[src/rtl/clkctl_pkg.sv]
// clkctl_pkg: shared widths, divisor floor and FSM encoding for the CPU clock controller
// Contents: CNT_W_DEF (counter/divisor width), MIN_DIV_DEF (smallest legal divisor), state_t (FSM states)
package clkctl_pkg;
    localparam int CNT_W_DEF = 32;
    localparam logic [31:0] MIN_DIV_DEF = 32'd2;
    typedef enum logic [1:0] {
        IDLE   = 2'b00,
        RUN    = 2'b01,
        STEP   = 2'b10,
        HALTED = 2'b11
    } state_t;
endpackage

[src/rtl/cpu_clock_controller_sync_edge.sv]
// sync_edge: 2-flop synchronizer with optional rising-edge detect for asynchronous board inputs
// Ports: clk_in (clock), rst_n (sync active-low reset), d (async input),
//        q (synchronized level, or one-cycle rising-edge pulse when EDGE=1)
module sync_edge #(
    parameter bit EDGE = 1'b0
) (
    input  logic clk_in,
    input  logic rst_n,
    input  logic d,
    output logic q
);
    logic [1:0] s;
    always_ff @(posedge clk_in) s <= !rst_n ? 2'b00 : {s[0], d};
    if (EDGE) begin : g_edge
        logic last;
        always_ff @(posedge clk_in) last <= !rst_n ? 1'b0 : s[1];
        assign q = s[1] & ~last;
    end else begin : g_level
        assign q = s[1];
    end
endmodule

[src/rtl/cpu_clock_controller.sv]
// cpu_clock_controller: run/halt/single-step clock-enable scheduler with double-buffered programmable divider
// Ports: clk_in, rst_n (sync active-low); mode_run, step_req (async switch/button); halt_req (CPU halt level);
//        div_wr/div_val (divisor write); div_ack (divisor applied pulse); tick_en (CPU enable pulse);
//        clk_out (divided square wave); state (FSM state)
module cpu_clock_controller
    import clkctl_pkg::*;
#(
    parameter int               CNT_W       = CNT_W_DEF,
    parameter logic [CNT_W-1:0] DEFAULT_DIV = 32'd1000000,
    parameter logic [CNT_W-1:0] MIN_DIV     = MIN_DIV_DEF
) (
    input  logic             clk_in,
    input  logic             rst_n,
    input  logic             mode_run,
    input  logic             step_req,
    input  logic             halt_req,
    input  logic             div_wr,
    input  logic [CNT_W-1:0] div_val,
    output logic             div_ack,
    output logic             tick_en,
    output logic             clk_out,
    output logic [1:0]       state
);
    localparam logic [CNT_W-1:0] ONE = 1;
    state_t st;
    logic [CNT_W-1:0] counter, div_cur, div_pend;
    logic pend_valid, run_s, step_rise, boundary;
    sync_edge #(.EDGE(1'b0)) u_run  (.clk_in(clk_in), .rst_n(rst_n), .d(mode_run), .q(run_s));
    sync_edge #(.EDGE(1'b1)) u_step (.clk_in(clk_in), .rst_n(rst_n), .d(step_req), .q(step_rise));
    assign boundary = counter == div_cur - ONE;
    assign state = st;
    always_ff @(posedge clk_in) begin
        if (!rst_n) begin
            counter    <= '0;
            div_cur    <= DEFAULT_DIV;
            div_pend   <= '0;
            pend_valid <= 1'b0;
            st         <= IDLE;
            tick_en    <= 1'b0;
            div_ack    <= 1'b0;
            clk_out    <= 1'b0;
        end else begin
            counter <= boundary ? '0 : counter + ONE;
            clk_out <= counter < (div_cur >> 1);
            tick_en <= 1'b0;
            div_ack <= 1'b0;
            if (boundary && pend_valid) begin
                div_cur    <= div_pend;
                pend_valid <= 1'b0;
                div_ack    <= 1'b1;
            end
            // a write on the applying boundary stays pending for the next one
            if (div_wr) begin
                div_pend   <= div_val < MIN_DIV ? MIN_DIV : div_val;
                pend_valid <= 1'b1;
            end
            case (st)
                IDLE:   st <= run_s ? RUN : step_rise ? STEP : IDLE;
                RUN:    if (halt_req) st <= HALTED;
                        else if (!run_s) st <= IDLE;
                        else tick_en <= boundary;
                STEP:   if (boundary) begin
                            st      <= halt_req ? HALTED : IDLE;
                            tick_en <= !halt_req;
                        end
                HALTED: if (!run_s) st <= IDLE;
            endcase
        end
    end
endmodule
[config.mk]
export PLATFORM = sky130hd
export DESIGN_NAME = cpu_clock_controller
export DESIGN_NICKNAME = d
export VERILOG_FILES = /design/src/rtl/clkctl_pkg.sv /design/src/rtl/cpu_clock_controller_sync_edge.sv /design/src/rtl/cpu_clock_controller.sv
export SDC_FILE = /design/constraint.sdc
export NUM_CORES = 1
export LEC_CHECK = 0
export CORE_MARGIN = 3
export CORE_UTILIZATION = 41
export DETAILED_ROUTE_END_ITERATION = 8
export SETUP_SLACK_MARGIN = 0.5
export SLEW_MARGIN = 20
export SYNTH_ARGS = -nofsm -noshare
export SYNTH_HDL_FRONTEND = slang
export SYNTH_SLANG_ARGS = --single-unit
[constraint.sdc]
create_clock -name clk_in -period 3.4 [get_ports clk_in]
set_input_delay 0.85 -clock clk_in [delete_from_list [all_inputs] [get_ports clk_in]]
set_output_delay 0.85 -clock clk_in [all_outputs]
set_load 0.01 [all_outputs]
==> reports/metrics.yaml <==
status: "completed"
combinationalPowerShare: 0.068
met2WireLength_um: 7190
cts.htree.levels: 3
pre_repair_dr_iteration_count: 4
synth_cells: 726
placementRows: 44
design.die.area_sq_um: 16700
synth_top_family_by_area: "simple AND/OR/NAND/NOR gates"
maxCapViolations: 0
first_global_vias: 5156
worst-endpoint-arrival_ns: 3.42
ys.warnings.count: 0
critical_path.top_delay_family: "simple AND/OR/NAND/NOR gates"
async_s_r_ff_share_synth: 0
diodes: 0
grt.overflow.total: 0
initial_antenna_violation_count: 0
setup.worst_path.end_class: "register"
route.detailed.wl_per_inst_um: 16.3
multi_input_comb_area_sq_um: 3980
critical_path.max_fanout: 8
drive_gt1_frac: 0.130
yosysSeqAreaShare: 0.343
ys_ff_latch: 107
synth_nets: 800
via_cell_ratio: 5.41
area_growth_pct: 21.5
highest_layer: "met4"
synth-edff-count: 0
path_clk_slew_ns: 0.07
layout.core_utilization: 0.516
cell_area_reported_after_detailed_placement_sq_um: 6940
tightestPinTransition_ns: 0.993
cpMaxStageDelayCell: "sky130_fd_sc_hd__or4_4"
met3RoutedLength_um: 653
global_route_wire_length_before_repair_um: 25800
yosysMostFrequentCell: "sky130_fd_sc_hd__dfxtp_1"
tritoncts: "done"
total_non_filler_cell_area_in_the_finished_layout_sq_um: 7580
crit_required_ns: 3.68
synth_xor_xnor_area_share: 0.105
hold_path_class: "reg -> reg"
crit_type: "reg -> reg"
clk_path_buf_depth: 2
fillCellCount: 1338
ioPinCount: 43
synthAdderAreaFrac: 0.0722
number_of_buffers_inserted_during_clock_tree_synthesis: 9
static-leakage-power_uw: 0.00297
power.share.sequential: 0.523
crit_chain: "nor4_4, buf_4, buf_6, nand4_1, xnor2_2, nor4_4, nand4b_4, or4_4, nor3_4, buf_6, clkbuf_16, mux2i_1"
die_y_um: 129
synthesis.area_per_instance_sq_um: 8.60
clk_skew_ns: 0.00555
globalRouteTotalUtil: 0.193
floorplan.initialDensity: 0.425
finalHoldViolations: 0
worst_hold_startpoint: "u_step.s[0]$_SDFF_PN0_"
total_power_uw: 2500
finalCriticalPeriod_ns: 3.14
hold_slack_ns: 0.436
power.density_cell_area_nw_per_um2: 329
synth_top_area_cell: "sky130_fd_sc_hd__dfxtp_1"
synthTopCellsByArea: "sky130_fd_sc_hd__dfxtp_1 (34%), sky130_fd_sc_hd__mux2i_1 (9.3%), sky130_fd_sc_hd__ha_1 (7.2%)"
slew_hr: 0.338
power_switching_share: 0.242
area.sequential_sq_um: 2150
grt_start_max_net_pins: 71
hpwlAfterDp_um: 11500
rsz0062_at_grt: "true"
dieWidth_um: 129
placeableCoreArea_sq_um: 14700
synth.area.mux_share: 0.0930
slowest_delay_ns: 0.54
synth-simple-area-share: 0.257
tritoncts_num_sinks: 107
yosysTopAreaCellShare: 0.343
port_buffers: 42
clkLatencyLatePin_ns: 0.35
layout_worst_path_cycle_share: 0.924
fin_setup_tns_ns: 0
rrSetupSlack_ns: 0.26
setup.worst_path.start_class: "register"
postSynth.topFlopCell: "sky130_fd_sc_hd__dfxtp_1"
power.share.clock: 0.410
post_detailed_route_count_of_antenna_violating_nets: 0
startpoint: "div_cur[5]$_SDFFE_PN0P_"
cts-root-buf: "sky130_fd_sc_hd__clkbuf_16"
worst_ir_drop_vdd_mv: 0.198
routed-via-count: 5233
r2r-start: "div_cur[5]$_SDFFE_PN0P_"
report.final.setup_viol: 0
m1_wl_um: 7560
fmaxAchievable_mhz: 318
cp.buffers_inverters: 4
netlist_top_cells_count: "sky130_fd_sc_hd__dfxtp_1 (107), sky130_fd_sc_hd__nor2_1 (87), sky130_fd_sc_hd__nand2_1 (75)"
totalWireLength_um: 15800
fin_nets: 854
mappedNetlistArea_sq_um: 6240
place.gp.congestion: 0.929
final-max-slew-violation-count: 0
route.detailed.drc: 0
yosysUniqueCellTypes: 60
cell_internal_pwr_uw: 1890
cts-hold-fix-buffers: 0
initialDrtViolationCount: 304
switching_power_uw: 605
synth_compound_gate_area_share: 0.0810
## sequential cells by signal (all words and copies together) (netlist names)
register	count
state	2
u_step.g_edge.last	1
div_ack	1
div_pend	32
clk_out	1
div_cur	32
u_run.s	2
tick_en	1
u_step.s	2
pend_valid	1
counter	32
## logic make-up after synthesis
logic type | after synthesis
AOI/OAI and AO/OA | 73
DFF | 107
muxes | 58
buffers and inverters | 73
and+or+nand+nor | 304
xor gates and xnor gates | 75
adders and majority gates | 36
## power groups by stage
| stage | Sequential (uW) | Clock (uW) | Combinational [uW] |
|---|---|---|---|
| after floorplan | 1330 | 0 | 96.1 |
| after global placement | 1330 | 0 | 166 |
| after detailed placement | 1340 | 0 | 169 |
| after CTS | 1310 | 1050 | 171 |
| after global routing | 1310 | 1090 | 186 |
| final | 1310 | 1020 | 169 |
## final timing paths
path,cells after the start,end
hold / removal,1,u_step.s[1]$_SDFF_PN0_
setup reg to reg,12,div_cur[27]$_SDFFE_PN0P_
hold reg to reg,1,u_step.s[1]$_SDFF_PN0_
setup / recovery,12,div_cur[27]$_SDFFE_PN0P_
## per-layer routing
layer	vias to the layer above	track usage
met5	-	0
met4	0	0.0772
met3	25	0.0251
met2	118	0.309
met1	2437	0.265
li1	2653	-
## final cells by class
cell class                      instances  area share
Timing Repair Buffer                   80       0.106
Inverter                               36      0.0181
Sequential cell                       107       0.284
Clock inverter                          5     0.00594
Multi-Input combinational cell        546       0.524
Tap cell                              184      0.0304
Clock buffer                           10      0.0315
## what timing repair did
action | 4_1_cts | 5_1_grt
endpoints found under the hold margin | 0 | 0
resized for setup | 32 | 3
setup endpoints to repair | 69 | 69
pin swaps | 15 | 2
cloned | 2 | 1
buffers inserted | 16 | 1
## per-stage QoR
step | setup WS, ns | std cells
6_report | 0.259 | 968
5_1_grt | 0.115 | 968
4_1_cts | 0.284 | 966
3_5_place_dp | 0.00854 | 933
3_3_place_gp | 0.0708 | 933
2_1_floorplan | 0.317 | 726
## cell usage in the layout (no fill, tap or decap), drive strengths merged, types with 13 or more instances in the layout
master / Yosys / layout
dfxtp: 107 / 107
nor2: 87 / 87
nand2: 75 / 75
mux2i: 58 / 58
clkdlybuf4s50: 0 / 40
xnor2: 39 / 39
inv: 36 / 39
buf: 15 / 39
xor2: 36 / 36
ha: 36 / 36
nand4: 25 / 25
nor4: 23 / 23
nand3: 19 / 19
nor3: 19 / 19
o21ai: 15 / 15
a21oi: 13 / 13
No activity file was read; power rests on OpenSTA's default activity.
